`config.mk`:
```
export PLATFORM = sky130hd
export DESIGN_NAME = bf_round_sched_flat
export DESIGN_NICKNAME = d
export VERILOG_FILES = /design/src/rtl/bcrypt_pkg.sv /design/src/rtl/bf_round_sched_if.sv /design/src/rtl/bf_wb_addr_gen.sv /design/src/rtl/bf_round_sched.sv /design/src/flat_wrapper.sv
export SDC_FILE = /design/constraint.sdc
export NUM_CORES = 1
export LEC_CHECK = 0
export CAP_MARGIN = 40
export CORE_ASPECT_RATIO = 0.9
export CORE_MARGIN = 2
export CORE_UTILIZATION = 57
export DETAILED_ROUTE_END_ITERATION = 10
export GPL_ROUTABILITY_DRIVEN = 1
export PLACE_DENSITY = 0.82
export SYNTH_ARGS = -nofsm -noshare
export SYNTH_HDL_FRONTEND = slang
export SYNTH_SLANG_ARGS = --single-unit
export TNS_END_PERCENT = 50
```
`constraint.sdc`:
```
create_clock -name clk -period 4.15 [get_ports clk]
set_input_delay 0.83 -clock clk [delete_from_list [all_inputs] [get_ports clk]]
set_output_delay 0.83 -clock clk [all_outputs]
set_load 0.02 [all_outputs]
```
`src/rtl/bcrypt_pkg.sv`:
```
// Shared types and constants for the Blowfish key-schedule / round sequencing blocks.
// Imported by the scheduler, its write-address generator and the benches.
package bcrypt_pkg;

   typedef enum logic [2:0] {
      IDLE = 3'd0,
      RD   = 3'd1,
      WAIT = 3'd2,
      EXE  = 3'd3,
      FIN  = 3'd4,
      WB_L = 3'd5,
      WB_R = 3'd6,
      DONE = 3'd7
   } sched_state_t;

   typedef enum logic [2:0] {
      TGT_P  = 3'd0,
      TGT_S0 = 3'd1,
      TGT_S1 = 3'd2,
      TGT_S2 = 3'd3,
      TGT_S3 = 3'd4
   } wr_tgt_t;

   localparam int N_P        = 18;
   localparam int SBOX_DEPTH = 256;
   localparam int N_ENC_FILL = 521;

   localparam logic MODE_FILL = 1'b0;
   localparam logic MODE_ENC  = 1'b1;

   // Linear writeback word index: each encryption produces two words (L then R).
   function automatic logic [10:0] wb_word(input logic [9:0] enc, input logic half);
      return {enc, half};
   endfunction

endpackage

```
`src/rtl/bf_round_sched_if.sv`:
```
// Control/status bundle between the Blowfish round scheduler and its datapath/host.
// master drives start/mode and consumes strobes; slave is the scheduler.
interface bf_round_sched_if;

   logic       start;
   logic       mode;
   logic       busy;
   logic       done;
   logic       p_rd_en;
   logic [4:0] p_idx;
   logic       sb_rd_en;
   logic       round_en;
   logic       final_en;
   logic       wr_en;
   logic [2:0] wr_tgt;
   logic [7:0] wr_addr;
   logic       wr_half;
   logic [9:0] enc_cnt;

   modport master (
      output start,
      output mode,
      input  busy,
      input  done,
      input  p_rd_en,
      input  p_idx,
      input  sb_rd_en,
      input  round_en,
      input  final_en,
      input  wr_en,
      input  wr_tgt,
      input  wr_addr,
      input  wr_half,
      input  enc_cnt
   );

   modport slave (
      input  start,
      input  mode,
      output busy,
      output done,
      output p_rd_en,
      output p_idx,
      output sb_rd_en,
      output round_en,
      output final_en,
      output wr_en,
      output wr_tgt,
      output wr_addr,
      output wr_half,
      output enc_cnt
   );

endinterface

```
`src/rtl/bf_wb_addr_gen.sv`:
```
// Maps a linear ExpandKey writeback word index onto {target array, word address}:
// the first N_P words land in the P-array, the rest stream through S0..S3.
module bf_wb_addr_gen #(
   parameter int N_P        = 18,
   parameter int SBOX_DEPTH = 256
) (
   input  logic [10:0] w_i,
   output logic [2:0]  tgt_o,
   output logic [7:0]  addr_o
);
   import bcrypt_pkg::*;

   localparam int AW = $clog2(SBOX_DEPTH);

   logic [10:0] s_off;

   assign s_off = w_i - 11'(N_P);

   always_comb begin
      tgt_o  = 3'(TGT_P);
      addr_o = w_i[7:0];
      if (w_i >= 11'(N_P)) begin
         tgt_o  = 3'(s_off >> AW) + 3'(TGT_S0);
         addr_o = s_off[7:0];
      end
   end

endmodule

```
`src/rtl/bf_round_sched.sv`:
```
// Blowfish round sequencer: 16 Feistel rounds + whitening per encryption, optional
// L/R writeback into P/S for the full ExpandKey fill. All outputs are registered.
module bf_round_sched #(
   parameter int RD_LAT     = 1,
   parameter int N_ROUNDS   = 16,
   parameter int N_P        = 18,
   parameter int SBOX_DEPTH = 256,
   parameter int N_SBOX     = 4
) (
   input  logic           clk,
   input  logic           rst_l,
   bf_round_sched_if.slave sif
);
   import bcrypt_pkg::*;

   // Every P and S word is refilled once, two words per encryption.
   localparam int N_ENC = (N_P + N_SBOX * SBOX_DEPTH) / 2;

   sched_state_t state_q, state_d;
   logic [4:0]   round_q, round_d;
   logic [1:0]   wait_q,  wait_d;
   logic [9:0]   enc_cnt_q, enc_cnt_d;
   logic         mode_q,  mode_d;

   logic         busy_q,     busy_d;
   logic         done_q,     done_d;
   logic         p_rd_en_q,  p_rd_en_d;
   logic [4:0]   p_idx_q,    p_idx_d;
   logic         sb_rd_en_q, sb_rd_en_d;
   logic         round_en_q, round_en_d;
   logic         final_en_q, final_en_d;
   logic         wr_en_q,    wr_en_d;
   logic [2:0]   wr_tgt_q,   wr_tgt_d;
   logic [7:0]   wr_addr_q,  wr_addr_d;
   logic         wr_half_q,  wr_half_d;

   logic [2:0]   gen_tgt;
   logic [7:0]   gen_addr;

   // Next-state logic
   always_comb begin
      state_d   = state_q;
      round_d   = round_q;
      wait_d    = wait_q;
      enc_cnt_d = enc_cnt_q;
      mode_d    = mode_q;
      case (state_q)
         IDLE: begin
            if (sif.start) begin
               mode_d    = sif.mode;
               enc_cnt_d = '0;
               round_d   = '0;
               state_d   = RD;
            end
         end
         RD: begin
            wait_d  = '0;
            state_d = (RD_LAT > 1) ? WAIT : EXE;
         end
         WAIT: begin
            if (wait_q == 2'(RD_LAT - 2)) begin
               wait_d  = '0;
               state_d = EXE;
            end else begin
               wait_d = wait_q + 2'd1;
            end
         end
         EXE: begin
            round_d = round_q + 5'd1;
            state_d = (round_q < 5'(N_ROUNDS - 1)) ? RD : FIN;
         end
         FIN: begin
            state_d = (mode_q == MODE_ENC) ? DONE : WB_L;
         end
         WB_L: begin
            state_d = WB_R;
         end
         WB_R: begin
            if (enc_cnt_q == 10'(N_ENC - 1)) begin
               state_d = DONE;
            end else begin
               enc_cnt_d = enc_cnt_q + 10'd1;
               round_d   = '0;
               state_d   = RD;
            end
         end
         DONE: begin
            state_d = IDLE;
         end
         default: begin
            state_d = IDLE;
         end
      endcase
   end

   // Strobes are decoded from the state being entered so they are valid
   // in the very cycle that state is occupied.
   always_comb begin
      busy_d     = (state_d != IDLE);
      done_d     = (state_d == DONE);
      sb_rd_en_d = (state_d == RD);
      p_rd_en_d  = (state_d == RD) || (state_d == FIN);
      round_en_d = (state_d == EXE);
      final_en_d = (state_d == FIN);
      wr_en_d    = (state_d == WB_L) || (state_d == WB_R);
      wr_half_d  = (state_d == WB_R);
      p_idx_d    = '0;
      if (state_d == RD) begin
         p_idx_d = round_d;
      end else if (state_d == FIN) begin
         p_idx_d = 5'(N_P - 2);
      end
      wr_tgt_d  = wr_en_d ? gen_tgt  : 3'd0;
      wr_addr_d = wr_en_d ? gen_addr : 8'd0;
   end

   bf_wb_addr_gen #(
      .N_P        (N_P),
      .SBOX_DEPTH (SBOX_DEPTH)
   ) u_wb_addr_gen (
      .w_i    (wb_word(enc_cnt_d, wr_half_d)),
      .tgt_o  (gen_tgt),
      .addr_o (gen_addr)
   );

   always_ff @(posedge clk) begin
      if (!rst_l) begin
         state_q    <= IDLE;
         round_q    <= '0;
         wait_q     <= '0;
         enc_cnt_q  <= '0;
         mode_q     <= 1'b0;
         busy_q     <= 1'b0;
         done_q     <= 1'b0;
         p_rd_en_q  <= 1'b0;
         p_idx_q    <= '0;
         sb_rd_en_q <= 1'b0;
         round_en_q <= 1'b0;
         final_en_q <= 1'b0;
         wr_en_q    <= 1'b0;
         wr_tgt_q   <= '0;
         wr_addr_q  <= '0;
         wr_half_q  <= 1'b0;
      end else begin
         state_q    <= state_d;
         round_q    <= round_d;
         wait_q     <= wait_d;
         enc_cnt_q  <= enc_cnt_d;
         mode_q     <= mode_d;
         busy_q     <= busy_d;
         done_q     <= done_d;
         p_rd_en_q  <= p_rd_en_d;
         p_idx_q    <= p_idx_d;
         sb_rd_en_q <= sb_rd_en_d;
         round_en_q <= round_en_d;
         final_en_q <= final_en_d;
         wr_en_q    <= wr_en_d;
         wr_tgt_q   <= wr_tgt_d;
         wr_addr_q  <= wr_addr_d;
         wr_half_q  <= wr_half_d;
      end
   end

   assign sif.busy     = busy_q;
   assign sif.done     = done_q;
   assign sif.p_rd_en  = p_rd_en_q;
   assign sif.p_idx    = p_idx_q;
   assign sif.sb_rd_en = sb_rd_en_q;
   assign sif.round_en = round_en_q;
   assign sif.final_en = final_en_q;
   assign sif.wr_en    = wr_en_q;
   assign sif.wr_tgt   = wr_tgt_q;
   assign sif.wr_addr  = wr_addr_q;
   assign sif.wr_half  = wr_half_q;
   assign sif.enc_cnt  = enc_cnt_q;

endmodule
```
`src/flat_wrapper.sv`:
```
// flat-port wrapper written by rule: the top's interface ports become plain ports
module bf_round_sched_flat import bcrypt_pkg::*;
#(
   parameter int RD_LAT     = 1,
   parameter int N_ROUNDS   = 16,
   parameter int N_P        = 18,
   parameter int SBOX_DEPTH = 256,
   parameter int N_SBOX     = 4
)
  (clk, rst_l, sif_start, sif_mode, sif_busy, sif_done, sif_p_rd_en, sif_p_idx, sif_sb_rd_en, sif_round_en, sif_final_en, sif_wr_en, sif_wr_tgt, sif_wr_addr, sif_wr_half, sif_enc_cnt);
  bf_round_sched_if sif_i ();
  input  logic clk;
  input  logic rst_l;
  input wire logic [$bits(sif_i.start)-1:0] sif_start;
  input wire logic [$bits(sif_i.mode)-1:0] sif_mode;
  output wire logic [$bits(sif_i.busy)-1:0] sif_busy;
  output wire logic [$bits(sif_i.done)-1:0] sif_done;
  output wire logic [$bits(sif_i.p_rd_en)-1:0] sif_p_rd_en;
  output wire logic [$bits(sif_i.p_idx)-1:0] sif_p_idx;
  output wire logic [$bits(sif_i.sb_rd_en)-1:0] sif_sb_rd_en;
  output wire logic [$bits(sif_i.round_en)-1:0] sif_round_en;
  output wire logic [$bits(sif_i.final_en)-1:0] sif_final_en;
  output wire logic [$bits(sif_i.wr_en)-1:0] sif_wr_en;
  output wire logic [$bits(sif_i.wr_tgt)-1:0] sif_wr_tgt;
  output wire logic [$bits(sif_i.wr_addr)-1:0] sif_wr_addr;
  output wire logic [$bits(sif_i.wr_half)-1:0] sif_wr_half;
  output wire logic [$bits(sif_i.enc_cnt)-1:0] sif_enc_cnt;
  assign sif_i.start = sif_start;
  assign sif_i.mode = sif_mode;
  assign sif_busy = sif_i.busy;
  assign sif_done = sif_i.done;
  assign sif_p_rd_en = sif_i.p_rd_en;
  assign sif_p_idx = sif_i.p_idx;
  assign sif_sb_rd_en = sif_i.sb_rd_en;
  assign sif_round_en = sif_i.round_en;
  assign sif_final_en = sif_i.final_en;
  assign sif_wr_en = sif_i.wr_en;
  assign sif_wr_tgt = sif_i.wr_tgt;
  assign sif_wr_addr = sif_i.wr_addr;
  assign sif_wr_half = sif_i.wr_half;
  assign sif_enc_cnt = sif_i.enc_cnt;
  bf_round_sched #(.RD_LAT(RD_LAT), .N_ROUNDS(N_ROUNDS), .N_P(N_P), .SBOX_DEPTH(SBOX_DEPTH), .N_SBOX(N_SBOX)) u_core (.clk(clk), .rst_l(rst_l), .sif(sif_i));
endmodule
```
==> summary.txt <==
Timing
  • Final Max Tran Viols: 0
  • Worst Hold Slack: 0.468 ns
  • Rel. slew slack: 54.6%
  • Final hold violations: 0
  • Tcrit/Tclk final: between 80% and 90%
  • Finish-stage setup viols: 0
  • Worst-margin pin slew: 0.681 ns
  • RSZ-0062 raised after global routing: no
  • Min cycle time layout: 3.35 ns
  • Maximum clock rate: 298 MHz
  • Total negative slack: 0 ns
  • Worst Skew: 0.00876 ns

Critical path
  • Largest stage delay, worst path: 0.52 ns
  • CP startpoint kind: input port
  • Reg2Reg Depth: 12
  • CP Capture Type: register
  • CP Cell Sequence: clkdlybuf4s50_1 > or4b_4 > nand2_1 > o211ai_1 > inv_1 > ha_1 > a21oi_1 > nor4b_2 > buf_4 > o21ai_0 > nor3b_2
  • Worst r2r dst: u_core.sif.wr_tgt[2]$_SDFF_PN0_
  • R2r setup slk: 0.96 ns
  • CP Data Required Time: 4.34 ns
  • Worst R2R Start: u_core.state_q[0]$_SDFF_PN0_
  • CP max-delay cell: or4b_4
  • WS Path Type: input port to register
  • Critical Path Fanout Max: 12
  • Crit path DAT: 3.54 ns

Logic synthesis
  • Syn nets: 261
  • Dominant register cell in the synthesized netlist: dfxtp_1
  • Synth Warn #: 0
  • Synthesized area: 2290 µm²
  • Flops & latches, synth: 45
  • Synth unique cells: 69
  • Gate count of the mapped netlist: 251
  • Post-synth EDFFs: 0
  • Async SR Flop Fraction: 0%
  • Post-synthesis sequential area ratio: 39.3%
  • Synth Area per Inst: 9.13 µm²

Floorplanning
  • Width of the die: 70.8 µm
  • Starting Density: around 61%
  • # IOs: 38
  • Die area: 4550 µm²
  • Core area: ~3800 µm²
  • Row count: 21
  • Die H: roughly 64 µm

Finish
  • Area Overhead vs Synth: 19.6%
  • Layout cells sized above 1: 10.8%
  • Commonest cells after routing, fill and taps aside: dfxtp_1 (45), clkdlybuf4s50_1 (37), nor2_1 (19)
  • Final Instance Area: between 2000 and 3000 µm²
  • Final net count: 295
  • Final core area utilization: roughly 72%
  • Most common cell after layout, fill and taps aside: dfxtp_1
  • FILL cells: 297
  • Diode count: 0

Clocking
  • Clk sinks: 45
  • Clock Latency Late Sink: 0.30 ns
  • Max Buffers Root-to-Sink: 2
  • CTS Hold Bufs: 0
  • Post-CTS Resized: 0
  • CTS buffer count: 5
  • H-tree level count: 2
  • # Post-CTS Setup Buffers: 0
  • CTS clk-pin slew, worst paths: 0.09 ns
  • Root Driver: clkbuf_8
  • CTS tree: done

Drt
  • # DRC: 0
  • Total Wirelength: 4.80 mm
  • Drt initial violations: about 160
  • DRT antenna net count: 0
  • Detailed-router iteration count before antenna repair: 4
  • Avg WL per Cell: 14.5 µm
  • Via count: 1931
  • Vias per std cell: 5.82

Worst hold path
  • HP Class: register to register
  • Worst Hold Path Cells: 2
  • Origin of the worst min-delay path: u_core.mode_q$_SDFFE_PN0P_
  • Worst hold endpoint: u_core.mode_q$_SDFFE_PN0P_

Job
  • Total of max-cap violations: 0

GRT
  • Largest net degree at the start of global routing: 21
  • Vias in the first global route: 1779
  • Tot GR Track Use: a little under a quarter
  • Initial antenna violation count: 0
  • First-pass GRT wire length: 8.26 mm
  • GRT overflow: 0

Placed design
  • # port buffers: 37
  • GPL Wtd Cong: 0.900
  • Dpl cell area: around 2600 µm²
  • Detail Placement HPWL: ~3.4 mm

Power and ir drop
  • Total power: about 0.81 mW
  • Peak VDD IR: 0.256 mV
  • Power density cells: a little under 300 nW/µm²
  • P_leak: 1.05 nW

Run status
  • Status: finished clean
-- cells in the mapped netlist, drive strengths merged, types with 4 or more instances --
cell type	instances	area share, %
a21oi	11	2.9
dfxtp	45	39
nor3	10	2.4
ha	6	3.3
nand2	13	2.1
inv	10	1.6
nand2b	4	1.4
or3	5	1.4
and2	7	2.0
nor4	4	1.1
nor2b	8	2.2
xnor2	7	2.7
buf	10	3.8
and3	4	1.1
nor2	21	3.7
nand3	10	2.2
o21ai	13	2.8
-- how the worst max path moves through the flow --
stage / from / endpoint / slack, ns / depth (start not counted)
2_1_floorplan: u_core.sif.enc_cnt[7]$_SDFF_PN0_ / u_core.sif.wr_addr[7]$_SDFF_PN0_ / 1.22 / 9
3_3_place_gp: sif_start / u_core.sif.wr_tgt[2]$_SDFF_PN0_ / 0.60 / 11
3_5_place_dp: sif_start / u_core.sif.wr_tgt[2]$_SDFF_PN0_ / 0.55 / 11
4_1_cts: sif_start / u_core.sif.wr_addr[7]$_SDFF_PN0_ / 0.83 / 11
5_1_grt: sif_start / u_core.sif.wr_tgt[2]$_SDFF_PN0_ / 0.58 / 11
6_report: sif_start / u_core.sif.wr_addr[7]$_SDFF_PN0_ / 0.80 / 11
-- through the flow --
stage | std cells | worst slack [ns]
2_1_floorplan | 251 | 1.22
3_3_place_gp | 324 | 0.601
3_5_place_dp | 324 | 0.554
4_1_cts | 332 | 0.832
5_1_grt | 332 | 0.577
6_report | 332 | 0.796
-- critical path, delay by kind of cell --
family | cells | cell delay, ns
fa+ha+maj | 1 | 0.20
compound gates | 3 | 0.35
buf+inv | 3 | 0.92
simple gates | 4 | 1.25
-- state kept, by name, indices dropped and copies added, names as in the netlist --
signal               count
u_core.mode_q            1
u_core.round_q           5
u_core.sif.busy          1
u_core.sif.done          1
u_core.sif.enc_cnt      10
u_core.sif.final_en      1
u_core.sif.p_idx         5
u_core.sif.p_rd_en       1
u_core.sif.round_en      1
u_core.sif.sb_rd_en      1
u_core.sif.wr_addr       8
u_core.sif.wr_en         1
u_core.sif.wr_half       1
u_core.sif.wr_tgt        3
u_core.state_q           3
u_core.wait_q            2
-- cell type report --
cell class	count	area [µm²]	share of cell area (%)
clock buffer	6	82.6	3.01
sequential	45	901	32.9
multi-input combinational	180	1230	45.0
tap	46	57.6	2.10
clock inverter	2	17.5	0.639
timing repair buffer	41	400	14.6
inverter	12	50.0	1.83
-- logic make-up after synthesis --
kind of cell	after synthesis	synth area share [%]
multiplexers	2	0.873
adder cells (fa/ha/maj)	6	3.28
AND/OR/NAND/NOR	108	28.8
AO/OA/AOI/OAI	56	17.7
flip-flops	45	39.3
buffers and inverters	26	6.93
XOR/XNOR	8	3.06
-- power by group --
group          leakage, nW  internal (mW)  switching (mW)
combinational        0.636         0.0273          0.0354
clock               0.0518          0.138           0.155
sequential           0.364          0.439          0.0101
total                 1.05          0.605           0.201
-- metal layers --
layer | track usage [%] | part of all wire (%) | wire length (µm) | vias to the layer above
li1 | - | - | - | 976
met1 | 34.1 | 52 | 2500 | 885
met2 | 31.8 | 41 | 1960 | 60
met3 | 4.42 | 5.1 | 247 | 10
met4 | 9.91 | 1.9 | 90 | 0
met5 | 0 | 0 | 0 | -
No activity file was read; power rests on OpenSTA's default activity.
